**config.mk**
```make
export PLATFORM = sky130hd
export DESIGN_NAME = uart_tx_queue_flat
export DESIGN_NICKNAME = d
export VERILOG_FILES = /design/src/rtl/uart_tx_queue_if.sv /design/src/rtl/uart_tx_queue.sv /design/src/flat_wrapper.sv
export SDC_FILE = /design/constraint.sdc
export NUM_CORES = 1
export LEC_CHECK = 0
export BUFFER_PORTS_ARGS = -buffer_cell sky130_fd_sc_hd__buf_2
export CAP_MARGIN = 10
export CORE_UTILIZATION = 62
export CTS_CLUSTER_DIAMETER = 120
export DETAILED_ROUTE_END_ITERATION = 8
export GPL_ROUTABILITY_DRIVEN = 0
export MAX_ROUTING_LAYER = met4
export PLACE_DENSITY_LB_ADDON = 0.08
export SLEW_MARGIN = 20
export SYNTH_ARGS = -nofsm -noshare
export SYNTH_HDL_FRONTEND = slang
export SYNTH_SLANG_ARGS = --single-unit
```
**constraint.sdc**
```tcl
create_clock -name clk -period 4.7 [get_ports clk]
set_input_delay 0.235 -clock clk [delete_from_list [all_inputs] [get_ports clk]]
set_output_delay 0.235 -clock clk [all_outputs]
set_load 0.1 [all_outputs]
```
**src/rtl/uart_tx_queue_if.sv**
```systemverilog
// Write-port / status / uart_tx handshake bundle for uart_tx_queue.
// The queue is the slave; the MMIO side plus the uart_tx serializer form the master.
interface uart_tx_queue_if #(
  parameter int PTR_W = 5
);
  logic             wr_en;
  logic [7:0]       wr_data;
  logic             clr_overflow;
  logic             full;
  logic             empty;
  logic [PTR_W:0]   count;
  logic             overflow;
  logic             tx_start;
  logic [7:0]       tx_data;
  logic             tx_ready;

  modport slave (
    input  wr_en, wr_data, clr_overflow, tx_ready,
    output full, empty, count, overflow, tx_start, tx_data
  );

  modport master (
    output wr_en, wr_data, clr_overflow, tx_ready,
    input  full, empty, count, overflow, tx_start, tx_data
  );
endinterface

```
**src/rtl/uart_tx_queue.sv**
```systemverilog
// Byte ring buffer between the MMIO UART write port and uart_tx, with a drain FSM
// that issues one start pulse per byte and sticky overflow status.
module uart_tx_queue #(
  parameter int DEPTH = 32,
  parameter int PTR_W = $clog2(DEPTH),
  parameter int GUARD = 4
) (
  input  logic          clk,
  input  logic          rst,
  uart_tx_queue_if.slave bus
);
  localparam int CW = PTR_W + 1;
  localparam int GW = $clog2(GUARD) + 1;

  typedef enum logic [1:0] {IDLE, START, WAIT_BUSY, WAIT_DONE} state_e;

  logic [7:0]    mem_q [DEPTH];
  logic [CW-1:0] wr_ptr_q, wr_ptr_d;
  logic [CW-1:0] rd_ptr_q, rd_ptr_d;
  logic [CW-1:0] count_q, count_d;
  logic          full_q, full_d;
  logic          empty_q, empty_d;
  logic          ovf_q, ovf_d;
  logic          start_q, start_d;
  logic [7:0]    data_q, data_d;
  state_e        state_q, state_d;
  logic [GW-1:0] guard_q, guard_d;
  logic          push, pop;

  // Acceptance uses the registered full flag, so a pop in the same cycle never frees room.
  always_comb begin
    push      = bus.wr_en && !full_q;
    pop       = (state_q == IDLE) && !empty_q && bus.tx_ready;
    wr_ptr_d  = wr_ptr_q + CW'(push);
    rd_ptr_d  = rd_ptr_q + CW'(pop);
    count_d   = wr_ptr_d - rd_ptr_d;
    full_d    = (count_d == CW'(DEPTH));
    empty_d   = (count_d == '0);
    ovf_d     = (bus.wr_en && full_q) || (ovf_q && !bus.clr_overflow);
  end

  always_comb begin
    state_d = state_q;
    start_d = 1'b0;
    data_d  = data_q;
    guard_d = guard_q;
    case (state_q)
      IDLE: begin
        if (pop) begin
          data_d  = mem_q[rd_ptr_q[PTR_W-1:0]];
          start_d = 1'b1;
          state_d = START;
        end
      end
      START: begin
        guard_d = '0;
        state_d = WAIT_BUSY;
      end
      // A uart_tx that never drops ready is assumed to have taken the byte.
      WAIT_BUSY: begin
        if (!bus.tx_ready) begin
          state_d = WAIT_DONE;
        end else begin
          guard_d = guard_q + 1'b1;
          if (guard_d == GW'(GUARD - 1)) state_d = IDLE;
        end
      end
      WAIT_DONE: begin
        if (bus.tx_ready) state_d = IDLE;
      end
      default: state_d = IDLE;
    endcase
  end

  always_ff @(posedge clk) begin
    if (rst) begin
      wr_ptr_q <= '0;
      rd_ptr_q <= '0;
      count_q  <= '0;
      full_q   <= 1'b0;
      empty_q  <= 1'b1;
      ovf_q    <= 1'b0;
      start_q  <= 1'b0;
      data_q   <= '0;
      state_q  <= IDLE;
      guard_q  <= '0;
    end else begin
      wr_ptr_q <= wr_ptr_d;
      rd_ptr_q <= rd_ptr_d;
      count_q  <= count_d;
      full_q   <= full_d;
      empty_q  <= empty_d;
      ovf_q    <= ovf_d;
      start_q  <= start_d;
      data_q   <= data_d;
      state_q  <= state_d;
      guard_q  <= guard_d;
    end
  end

  always_ff @(posedge clk) begin
    if (push) mem_q[wr_ptr_q[PTR_W-1:0]] <= bus.wr_data;
  end

  assign bus.full     = full_q;
  assign bus.empty    = empty_q;
  assign bus.count    = count_q;
  assign bus.overflow = ovf_q;
  assign bus.tx_start = start_q;
  assign bus.tx_data  = data_q;
endmodule
```
**src/flat_wrapper.sv**
```systemverilog
// flat-port wrapper written by rule: the top's interface ports become plain ports
module uart_tx_queue_flat 
#(
  parameter int DEPTH = 32,
  parameter int PTR_W = $clog2(DEPTH),
  parameter int GUARD = 4
)
  (clk, rst, bus_wr_en, bus_wr_data, bus_clr_overflow, bus_tx_ready, bus_full, bus_empty, bus_count, bus_overflow, bus_tx_start, bus_tx_data);
  uart_tx_queue_if #(.PTR_W(PTR_W)) bus_i ();
  input  logic clk;
  input  logic rst;
  input wire logic [$bits(bus_i.wr_en)-1:0] bus_wr_en;
  input wire logic [$bits(bus_i.wr_data)-1:0] bus_wr_data;
  input wire logic [$bits(bus_i.clr_overflow)-1:0] bus_clr_overflow;
  input wire logic [$bits(bus_i.tx_ready)-1:0] bus_tx_ready;
  output wire logic [$bits(bus_i.full)-1:0] bus_full;
  output wire logic [$bits(bus_i.empty)-1:0] bus_empty;
  output wire logic [$bits(bus_i.count)-1:0] bus_count;
  output wire logic [$bits(bus_i.overflow)-1:0] bus_overflow;
  output wire logic [$bits(bus_i.tx_start)-1:0] bus_tx_start;
  output wire logic [$bits(bus_i.tx_data)-1:0] bus_tx_data;
  assign bus_i.wr_en = bus_wr_en;
  assign bus_i.wr_data = bus_wr_data;
  assign bus_i.clr_overflow = bus_clr_overflow;
  assign bus_i.tx_ready = bus_tx_ready;
  assign bus_full = bus_i.full;
  assign bus_empty = bus_i.empty;
  assign bus_count = bus_i.count;
  assign bus_overflow = bus_i.overflow;
  assign bus_tx_start = bus_i.tx_start;
  assign bus_tx_data = bus_i.tx_data;
  uart_tx_queue #(.DEPTH(DEPTH), .PTR_W(PTR_W), .GUARD(GUARD)) u_core (.clk(clk), .rst(rst), .bus(bus_i));
endmodule
```
==> impl_metrics.csv, run 1 <==
group,metric,value,unit
setup_path,cp.arrival,3.78,ns
logic_synthesis,synth-xor-area-share,0.01432,
clocking,cts_buffer_depth,3,
power_and_ir_drop,powerDensity,499.7,nW/um^2
power_and_ir_drop,p_leak,4.029,nW
setup_path,cp-start-kind,"flop",
finish,final_util,0.7083,
floorplan,fp-row-count,49,
route,routed.top_layer,"met4",
floorplan,design.die.area,19010,sq um
floorplan,io_pins,31,
global_routing,grt_max_degree,37,
route,num_vias,5560,
route,drt-initial-drc-count,646,
sta,hold_viol_final,0,
setup_path,critPathKind,"flop to flop",
clocking,clk_latency,0.54,ns
finish,design_area,12770,sq um
clocking,clock-sinks,291,
sta,fin_crit,3.317,ns
clocking,ctsRootBufferMaster,"clkbuf_16",
floorplan,die_h,137.9,um
setup_path,end_kind,"flop",
power_and_ir_drop,power,6.380,mW
route,wl_per_cell,26.51,um
finish,drive_above_1_share,0.2716,
route,drt_wl_total,22980,um
setup_path,cp_max_fo,18,
logic_synthesis,synth.avg_cell_area,19.80,sq um
logic_synthesis,synthMuxAreaShare,0.1644,
sta,setup_ws,1.383,ns
global_routing,grt_overflow,0,
job,max_cap_violations,0,
setup_path,r2r_start,"u_core.state_q[0]",
route,first_pass_iters,5,
clocking,clk_transition_reported_paths,0.06,ns
hold_path,worstHoldPathCells,4,
place,place_hpwl,14280,um
route,m1WireLength,10020,um
floorplan,die_w,137.9,um
clocking,cts_max_level,1,
logic_synthesis,syn_nets,601,
logic_synthesis,synthAdderAreaFrac,0.01345,
place,placed_area,11780,sq um
logic_synthesis,yosys_warnings,0,
route,route.met3.wl,1860,um
sta,fin_crit_sh,0.7058,
finish,fillers,1116,
finish,final_common_cell,"edfxtp_1",
logic_synthesis,yosysUniqueCellTypes,40,
logic_synthesis,syn_inst,578,
sta,tightest_slew,0.9183,ns
setup_path,reg2reg_slack,1.38,ns
hold_path,hold_start,"bus_tx_ready",
clocking,holdBufCountCts,2,
logic_synthesis,synth_seq_area_share,0.7328,
place,dpl_worst_slack,1.417,ns
route,drc,0,
sta,grt_setup_unrepaired,"false",
sta,clock-skew-final,0.01386,ns
route,ant_nets,0,
setup_path,timing.rr.end,"u_core.bus.empty",
route,dr_wl_met2,10590,um
logic_synthesis,synth-compound-area-share,0.01498,
setup_path,cp_data_required_time,5.17,ns
hold_path,hp-class,"input port to flop",
global_routing,grt_use_total,0.2639,
global_routing,grt_pass1_vias,5369,
finish,final_nets,638,
place,numPortBuffers,30,
setup_path,ff2ff_path_depth,13,
sta,fmax,0.3014,GHz
sta,tns,0,ns
global_routing,grt_pass1_wl,33840,um
logic_synthesis,synthesis.area,11450,sq um
clocking,ctsResizeCount,0,
sta,maxSlewViolCount,0,
clocking,cts-buffers-inserted,28,
global_routing,antenna_found_initial,1,
logic_synthesis,ys_ff_latch,291,
sta,slew_headroom,0.3855,
finish,layout_common_cells,"edfxtp_1 (256), mux4_2 (80), nor2_1 (64)",
clocking,post_cts.repair.setup_buffers,0,
floorplan,coreArea,18020,sq um
sta,final-setup-viol-count,0,
finish,area_delta_synth_final,11.54,%
power_and_ir_drop,ir_drop,0.5265,mV
clocking,cts_tree,"built",
route,vias_per_cell,6.413,
logic_synthesis,yosys.area_share.simple,0.04383,
floorplan,initial_core_util,0.6350,
hold_path,hold_path_end,"u_core.state_q[0]",
status,status,"finished clean",
logic_synthesis,synth_top_family_by_area,"multiplexers",
-- synthesized netlist by cell type --
cell type	n	area [sq um]
nor2_1	64	240.2
buf_6	1	11.26
nand2b_1	2	12.51
ha_1	9	112.6
dfxtp_1	35	700.7
maj3_2	1	11.26
nor2b_1	8	50.05
a31o_2	1	8.760
maj3_1	1	10.01
or2_2	1	6.260
a31oi_1	4	25.02
nor4_1	1	6.260
buf_4	6	45.04
a41o_1	1	10.01
mux2i_1	8	80.08
fa_1	1	20.02
nor4b_2	1	15.01
inv_1	7	26.28
nor3_1	1	5.000
mux4_2	80	1802
o22ai_1	1	6.260
or3_1	2	12.51
and3_1	1	6.260
a21oi_1	7	35.03
o211ai_1	1	7.510
a211oi_1	8	60.06
a311oi_1	1	8.760
nand3_1	10	50.05
xor2_2	1	16.27
buf_1	1	3.750
xor2_1	6	52.55
or3b_2	3	26.28
edfxtp_1	256	7687
nand2_1	7	26.28
xnor2_2	1	16.27
clkbuf_1	13	48.80
o311a_1	1	10.01
buf_2	10	50.05
xnor2_1	9	78.83
nand3b_1	6	45.04
-- routing by layer --
metal,vias to the layer above,global-route usage
met2,234,0.3839
met3,34,0.04751
met1,2884,0.3935
met4,0,0.06643
li1,2408,-
met5,-,-
-- state kept, by name, indices dropped and copies added (netlist names) --
| register | cells |
|---|---|
| u_core.bus.count | 6 |
| u_core.bus.empty | 1 |
| u_core.bus.full | 1 |
| u_core.bus.overflow | 1 |
| u_core.bus.tx_data | 8 |
| u_core.bus.tx_start | 1 |
| u_core.guard_q | 3 |
| u_core.mem_q | 256 |
| u_core.rd_ptr_q | 6 |
| u_core.state_q | 2 |
| u_core.wr_ptr_q | 6 |
-- worst max-delay path by stage --
stage	start	endpoint	slack [ns]	cells past startpoint
4_1_cts	u_core.state_q[0]	u_core.bus.empty	1.38	13
3_3_place_gp	u_core.state_q[0]	u_core.bus.empty	1.47	13
6_report	u_core.state_q[0]	u_core.bus.empty	1.38	13
5_1_grt	u_core.state_q[0]	u_core.bus.empty	1.16	13
3_5_place_dp	u_core.state_q[0]	u_core.bus.empty	1.42	13
2_1_floorplan	u_core.bus.empty	u_core.bus.empty	0.86	12
-- kinds of logic (layout without fill, tap and decap cells) --
logic type,Yosys count,in the layout
other cells,0,1
buf+inv,38,97
fa+ha+maj,12,12
mux,88,88
compound gates,25,25
simple gates,107,107
flops,291,291
xor+xnor,17,17
-- worst max-delay path: stages, from the launching register on --
cell	delay [ns]
dfxtp_1	0.44
nand2b_1	0.23
nor3_2	0.05
buf_4	0.22
ha_1	0.25
ha_1	0.28
inv_1	0.07
ha_1	0.29
nor2b_1	0.13
or2_2	0.31
a311oi_1	0.33
maj3_2	0.27
xnor2_1	0.17
a41o_1	0.21
-- power by group --
part           leakage, nW  switching (mW)  internal, mW
Sequential            2.59          0.0910          2.89
Combinational        0.962           0.672         0.390
Clock                0.474           0.938          1.40
-- stage by stage --
| stage | hold WS [ns] | instances |
|---|---|---|
| after floorplan | 0.3339 | 578 |
| after detailed placement | 0.4695 | 812 |
| after global placement | 0.4519 | 812 |
| final | 0.06738 | 867 |
| after global routing | 0.09397 | 867 |
| after CTS | 0.05159 | 866 |
-- final cells by class --
type	count	area, sq um	area share
Tap cell	229	286.5	0.02244
Clock inverter	19	225.2	0.01764
Sequential cell	291	8393	0.6574
Multi-Input combinational cell	249	2878	0.2254
Clock buffer	33	740.7	0.05802
Timing Repair Buffer	38	215.2	0.01686
Antenna cell	1	2.502	0.0001960
Inverter	7	26.28	0.002058
No activity file was read; power rests on OpenSTA's default activity.
==> run 2, diff against run 1 <==
- CORE_UTILIZATION: 62 -> 56
- clock period: 4.7 -> 3.05 ns (I/O delays scaled with it)
==> impl_metrics.csv, run 2 (synthesis gave the netlist of run 1 again) <==
group,metric,value,unit
finish,area_delta_synth_final,13.65,%
setup_path,end_kind,"flop",
route,vias_per_cell,6.018,
sta,final-setup-viol-count,0,
sta,tightest_slew,0.8644,ns
sta,fin_crit,2.905,ns
floorplan,coreArea,19720,sq um
clocking,cts-buffers-inserted,29,
power_and_ir_drop,p_switching,2.570,mW
route,drt_wl_total,22270,um
setup_path,critPathKind,"flop to flop",
sta,slew_headroom,0.4216,
floorplan,fp-row-count,51,
route,drt-initial-drc-count,471,
finish,layout_common_cells,"edfxtp_1 (256), mux4_2 (80), nor2_1 (64)",
finish,final_common_cell,"edfxtp_1",
sta,clock-skew-final,0.02757,ns
place,numPortBuffers,30,
floorplan,initial_core_util,0.5805,
job,max_cap_violations,0,
power_and_ir_drop,swShare,0.2677,
setup_path,cp_data_required_time,3.51,ns
power_and_ir_drop,pwr-share-comb,0.182,
floorplan,die_h,145.0,um
setup_path,cp_max_fo,7,
global_routing,antenna_found_initial,1,
finish,drive_above_1_share,0.2984,
clocking,cts_max_level,1,
sta,hold_viol_final,0,
clocking,cts_buffer_depth,3,
finish,final_util,0.6598,
setup_path,cp.arrival,3.37,ns
hold_path,hp-class,"input port to flop",
route,drc,0,
clocking,ctsRootBufferMaster,"clkbuf_16",
sta,whs,0.1453,ns
power_and_ir_drop,powerDensity,737.8,nW/um^2
sta,maxSlewViolCount,0,
status,status,"finished clean",
global_routing,grt_overflow,0,
power_and_ir_drop,p_leak,4.151,nW
floorplan,design.die.area,21010,sq um
sta,grt_setup_unrepaired,"false",
setup_path,cp-start-kind,"flop",
power_and_ir_drop,ir_drop,0.5462,mV
clocking,clock-sinks,291,
finish,final_nets,668,
route,wl_per_cell,23.87,um
clocking,post_cts.repair.setup_buffers,0,
power_and_ir_drop,p_seq_frac,0.471,
clocking,clk_transition_reported_paths,0.06,ns
global_routing,grt_pass1_wl,34330,um
clocking,cts_tree,"built",
sta,fmax,0.3442,GHz
sta,tns,0,ns
route,ant_nets,0,
finish,largest_reg_flops,256,
floorplan,io_pins,31,
place,place_hpwl,13770,um
sta,fin_crit_sh,0.9525,
power_and_ir_drop,p_clk_frac,0.347,
global_routing,grt_max_degree,65,
route,num_vias,5615,
route,first_pass_iters,5,
clocking,clk_latency,0.55,ns
global_routing,grt_use_total,0.2282,
floorplan,die_w,145.0,um
global_routing,grt_pass1_vias,5672,
power_and_ir_drop,p_int,7.028,mW
[run 2: cell count changes in the layout (fill, tap and decap cells not counted), moves of 2 or more]
cell and change:
clkinv_1 +5, dfxtp_2 +2, clkinv_2 -5, buf_12 +2
buf_4 +26, dfxtp_1 -3, clkbuf_1 +4, bufinv_16 -3
[run 2: through the flow]
stage | worst slack, ns | instance area, sq um | std cells | total power [mW]
global route | 0.02311 | 13010 | 933 | 9.921
finish | 0.1449 | 13010 | 933 | 9.598
CTS | 0.06616 | 13010 | 932 | 9.675
global placement | 0.1930 | 12080 | 876 | 6.333
floorplan | 0.01072 | 11490 | 578 | 5.955
detailed placement | 0.08955 | 12080 | 876 | 6.356
[run 2: layer usage]
| metal | GRT usage | part of all wire | up-vias | routed length, um |
|---|---|---|---|---|
| li1 | - | - | 2464 | - |
| met1 | 0.3272 | 0.44 | 2916 | 9874 |
| met2 | 0.3401 | 0.47 | 199 | 10500 |
| met3 | 0.03522 | 0.058 | 36 | 1283 |
| met4 | 0.07500 | 0.027 | 0 | 605 |
| met5 | - | 0 | - | 0 |
[run 2: repair_timing]
| item | CTS | global route |
|---|---|---|
| hold buffers | 3 | 0 |
| endpoints found under the setup margin | 0 | 3 |
| resized for setup | 0 | 1 |
| endpoints found under the hold margin | 3 | 0 |
[run 2: area by class of cell]
class | count | area (sq um)
diodes | 1 | 2.502
clock buffers | 38 | 769.5
clock inverters | 15 | 121.4
fillers | 1305 | 6709
inverters | 7 | 26.28
multi-input cells | 249 | 2898
flip-flops and latches | 291 | 8399
well taps | 265 | 331.6
repair buffers | 67 | 460.4
[run 2: power groups by stage]
stage                     Sequential [mW]  Combinational (mW)  Clock [mW]
after floorplan                      5.03               0.920           0
after global placement               4.59                1.74           0
after detailed placement             4.60                1.76           0
after CTS                            4.52                1.77        3.39
after global routing                 4.53                1.85        3.55
final                                4.52                1.75        3.33
[run 2: final timing paths]
kind,from,endpoint,slack (ns),depth (start not counted)
worst max-delay path,u_core.state_q[0],u_core.bus.empty,0.14,12
worst min register to register,u_core.bus.empty,u_core.bus.tx_start,0.46,1
worst max register to register,u_core.state_q[0],u_core.bus.empty,0.14,12
worst min-delay path,rst,u_core.bus.count[5],0.15,2
[run 2: worst max-delay path, stage by stage (launching register included)]
cell and delay (ns):
dfxtp_2 0.39, nand2b_4 0.18, nor3_4 0.05, ha_1 0.23, ha_1 0.29, inv_2 0.05, ha_1 0.28, nor2b_1 0.14
or2_2 0.32, a311oi_2 0.29, maj3_2 0.23, xnor2_1 0.18, a41o_1 0.21
==> run 3, diff against run 2 <==
- RECOVER_POWER: unset -> 100
==> impl_metrics.csv, run 3 (synthesis gave the netlist of run 1 again) <==
group,metric,value,unit
route,m1WireLength,9798,um
power_and_ir_drop,powerDensity,743.9,nW/um^2
global_routing,grt_use_total,0.2282,
finish,layout_common_cells,"edfxtp_1 (256), mux4_2 (80), nor2_1 (64)",
route,dr_wl_met2,10600,um
sta,maxSlewViolCount,33,
sta,tightest_slew,1.516,ns
sta,setup_ws,0.1499,ns
floorplan,io_pins,31,
setup_path,critPathKind,"flop to flop",
floorplan,die_w,145.0,um
status,violations,"max-capacitance violations, max-slew violations",
global_routing,grt_pass1_vias,5672,
sta,hold_viol_final,0,
finish,final_cells,933,
global_routing,grt_pass1_wl,34330,um
sta,grt_setup_unrepaired,"false",
power_and_ir_drop,power,9.551,mW
finish,final_common_cell,"edfxtp_1",
sta,whs,0.1412,ns
global_routing,grt_max_degree,65,
sta,final-setup-viol-count,0,
place,placed_area,12080,sq um
global_routing,antenna_found_initial,1,
finish,drive_above_1_share,0.2099,
clocking,cts-buffers-inserted,29,
global_routing,grt_overflow,0,
finish,final_nets,668,
clocking,ctsRootBufferMaster,"clkbuf_16",
power_and_ir_drop,ir_drop,0.5447,mV
sta,tns,0,ns
clocking,cts_buffer_depth,3,
hold_path,hp-class,"input port to flop",
place,dpl_worst_slack,0.08955,ns
sta,fin_crit,2.900,ns
clocking,clock-sinks,291,
place,numPortBuffers,30,
route,routed.top_layer,"met4",
floorplan,die_h,145.0,um
place,dp_cells,876,
route,route.met3.wl,1242,um
setup_path,cp_max_fo,7,
clocking,clk_latency,0.55,ns
finish,final_util,0.6511,
floorplan,fp-row-count,51,
floorplan,coreArea,19720,sq um
clocking,cts_tree,"built",
sta,slew_headroom,-0.01066,
sta,clock-skew-final,0.02862,ns
setup_path,end_kind,"flop",
place,place_hpwl,13770,um
route,drc,0,
power_and_ir_drop,p_leak,3.934,nW
sta,fmax,0.3448,GHz
route,drt-initial-drc-count,464,
clocking,clk_transition_reported_paths,0.06,ns
route,wl_per_cell,23.84,um
finish,area_delta_synth_final,12.17,%
finish,largest_reg_flops,256,
floorplan,design.die.area,21010,sq um
job,max_cap_violations,2,
setup_path,cp.arrival,3.36,ns
route,first_pass_iters,5,
setup_path,cp-start-kind,"flop",
route,num_vias,5581,
setup_path,cp_data_required_time,3.51,ns
route,ant_nets,0,
sta,fin_crit_sh,0.9509,
clocking,cts_max_level,1,
floorplan,initial_core_util,0.5805,
clocking,post_cts.repair.setup_buffers,0,
route,vias_per_cell,5.982,
route,drt_wl_total,22250,um
finish,design_area,12840,sq um
status,status,"finished, violations left",
[run 3: cell count changes in the layout (fill, tap and decap cells not counted), moves of 2 or more]
cell,delta
buf_2,-26
buf_4,-29
clkbuf_1,+55
dfxtp_1,+2
[run 3: layer usage]
metal / vias up / track usage
met1: 2903 / 0.3272
met5: - / -
met4: 0 / 0.07500
li1: 2468 / -
met3: 36 / 0.03522
met2: 174 / 0.3401
[run 3: repair_timing]
action,CTS,global route
endpoints found under the hold margin,3,0
setup endpoints to repair,0,3
gates resized for setup,0,1
hold buffers,3,0
[run 3: critical path, stage by stage, from the launching register on]
cell and delay [ns]:
dfxtp_2 0.39, nand2b_4 0.18, nor3_4 0.05, ha_1 0.23, ha_1 0.29, inv_2 0.05
ha_1 0.28, nor2b_1 0.14, or2_2 0.32, a311oi_2 0.29, maj3_2 0.23, xnor2_1 0.18
a41o_1 0.21
[run 3: cell type report]
type	instances	area, sq um
antenna	1	2.502
clock inverter	15	121.4
clock buffer	38	769.5
tap	265	331.6
sequential	291	8394
timing repair buffer	67	310.3
fill	1345	6879
multi-input combinational	249	2883
inverter	7	26.28
[run 3: power by group]
part | internal [mW] | switching [mW] | leakage (nW)
Sequential | 4.46 | 0.0619 | 2.59
Combinational | 0.601 | 1.11 | 0.910
Clock | 1.93 | 1.39 | 0.431
[run 3: final timing paths]
| kind | slack [ns] | cells past startpoint | startpoint | to |
|---|---|---|---|---|
| max | 0.15 | 12 | u_core.state_q[0] | u_core.bus.empty |
| min | 0.14 | 2 | rst | u_core.bus.count[5] |
| max reg2reg | 0.15 | 12 | u_core.state_q[0] | u_core.bus.empty |
| min reg2reg | 0.46 | 1 | u_core.bus.empty | u_core.bus.tx_start |
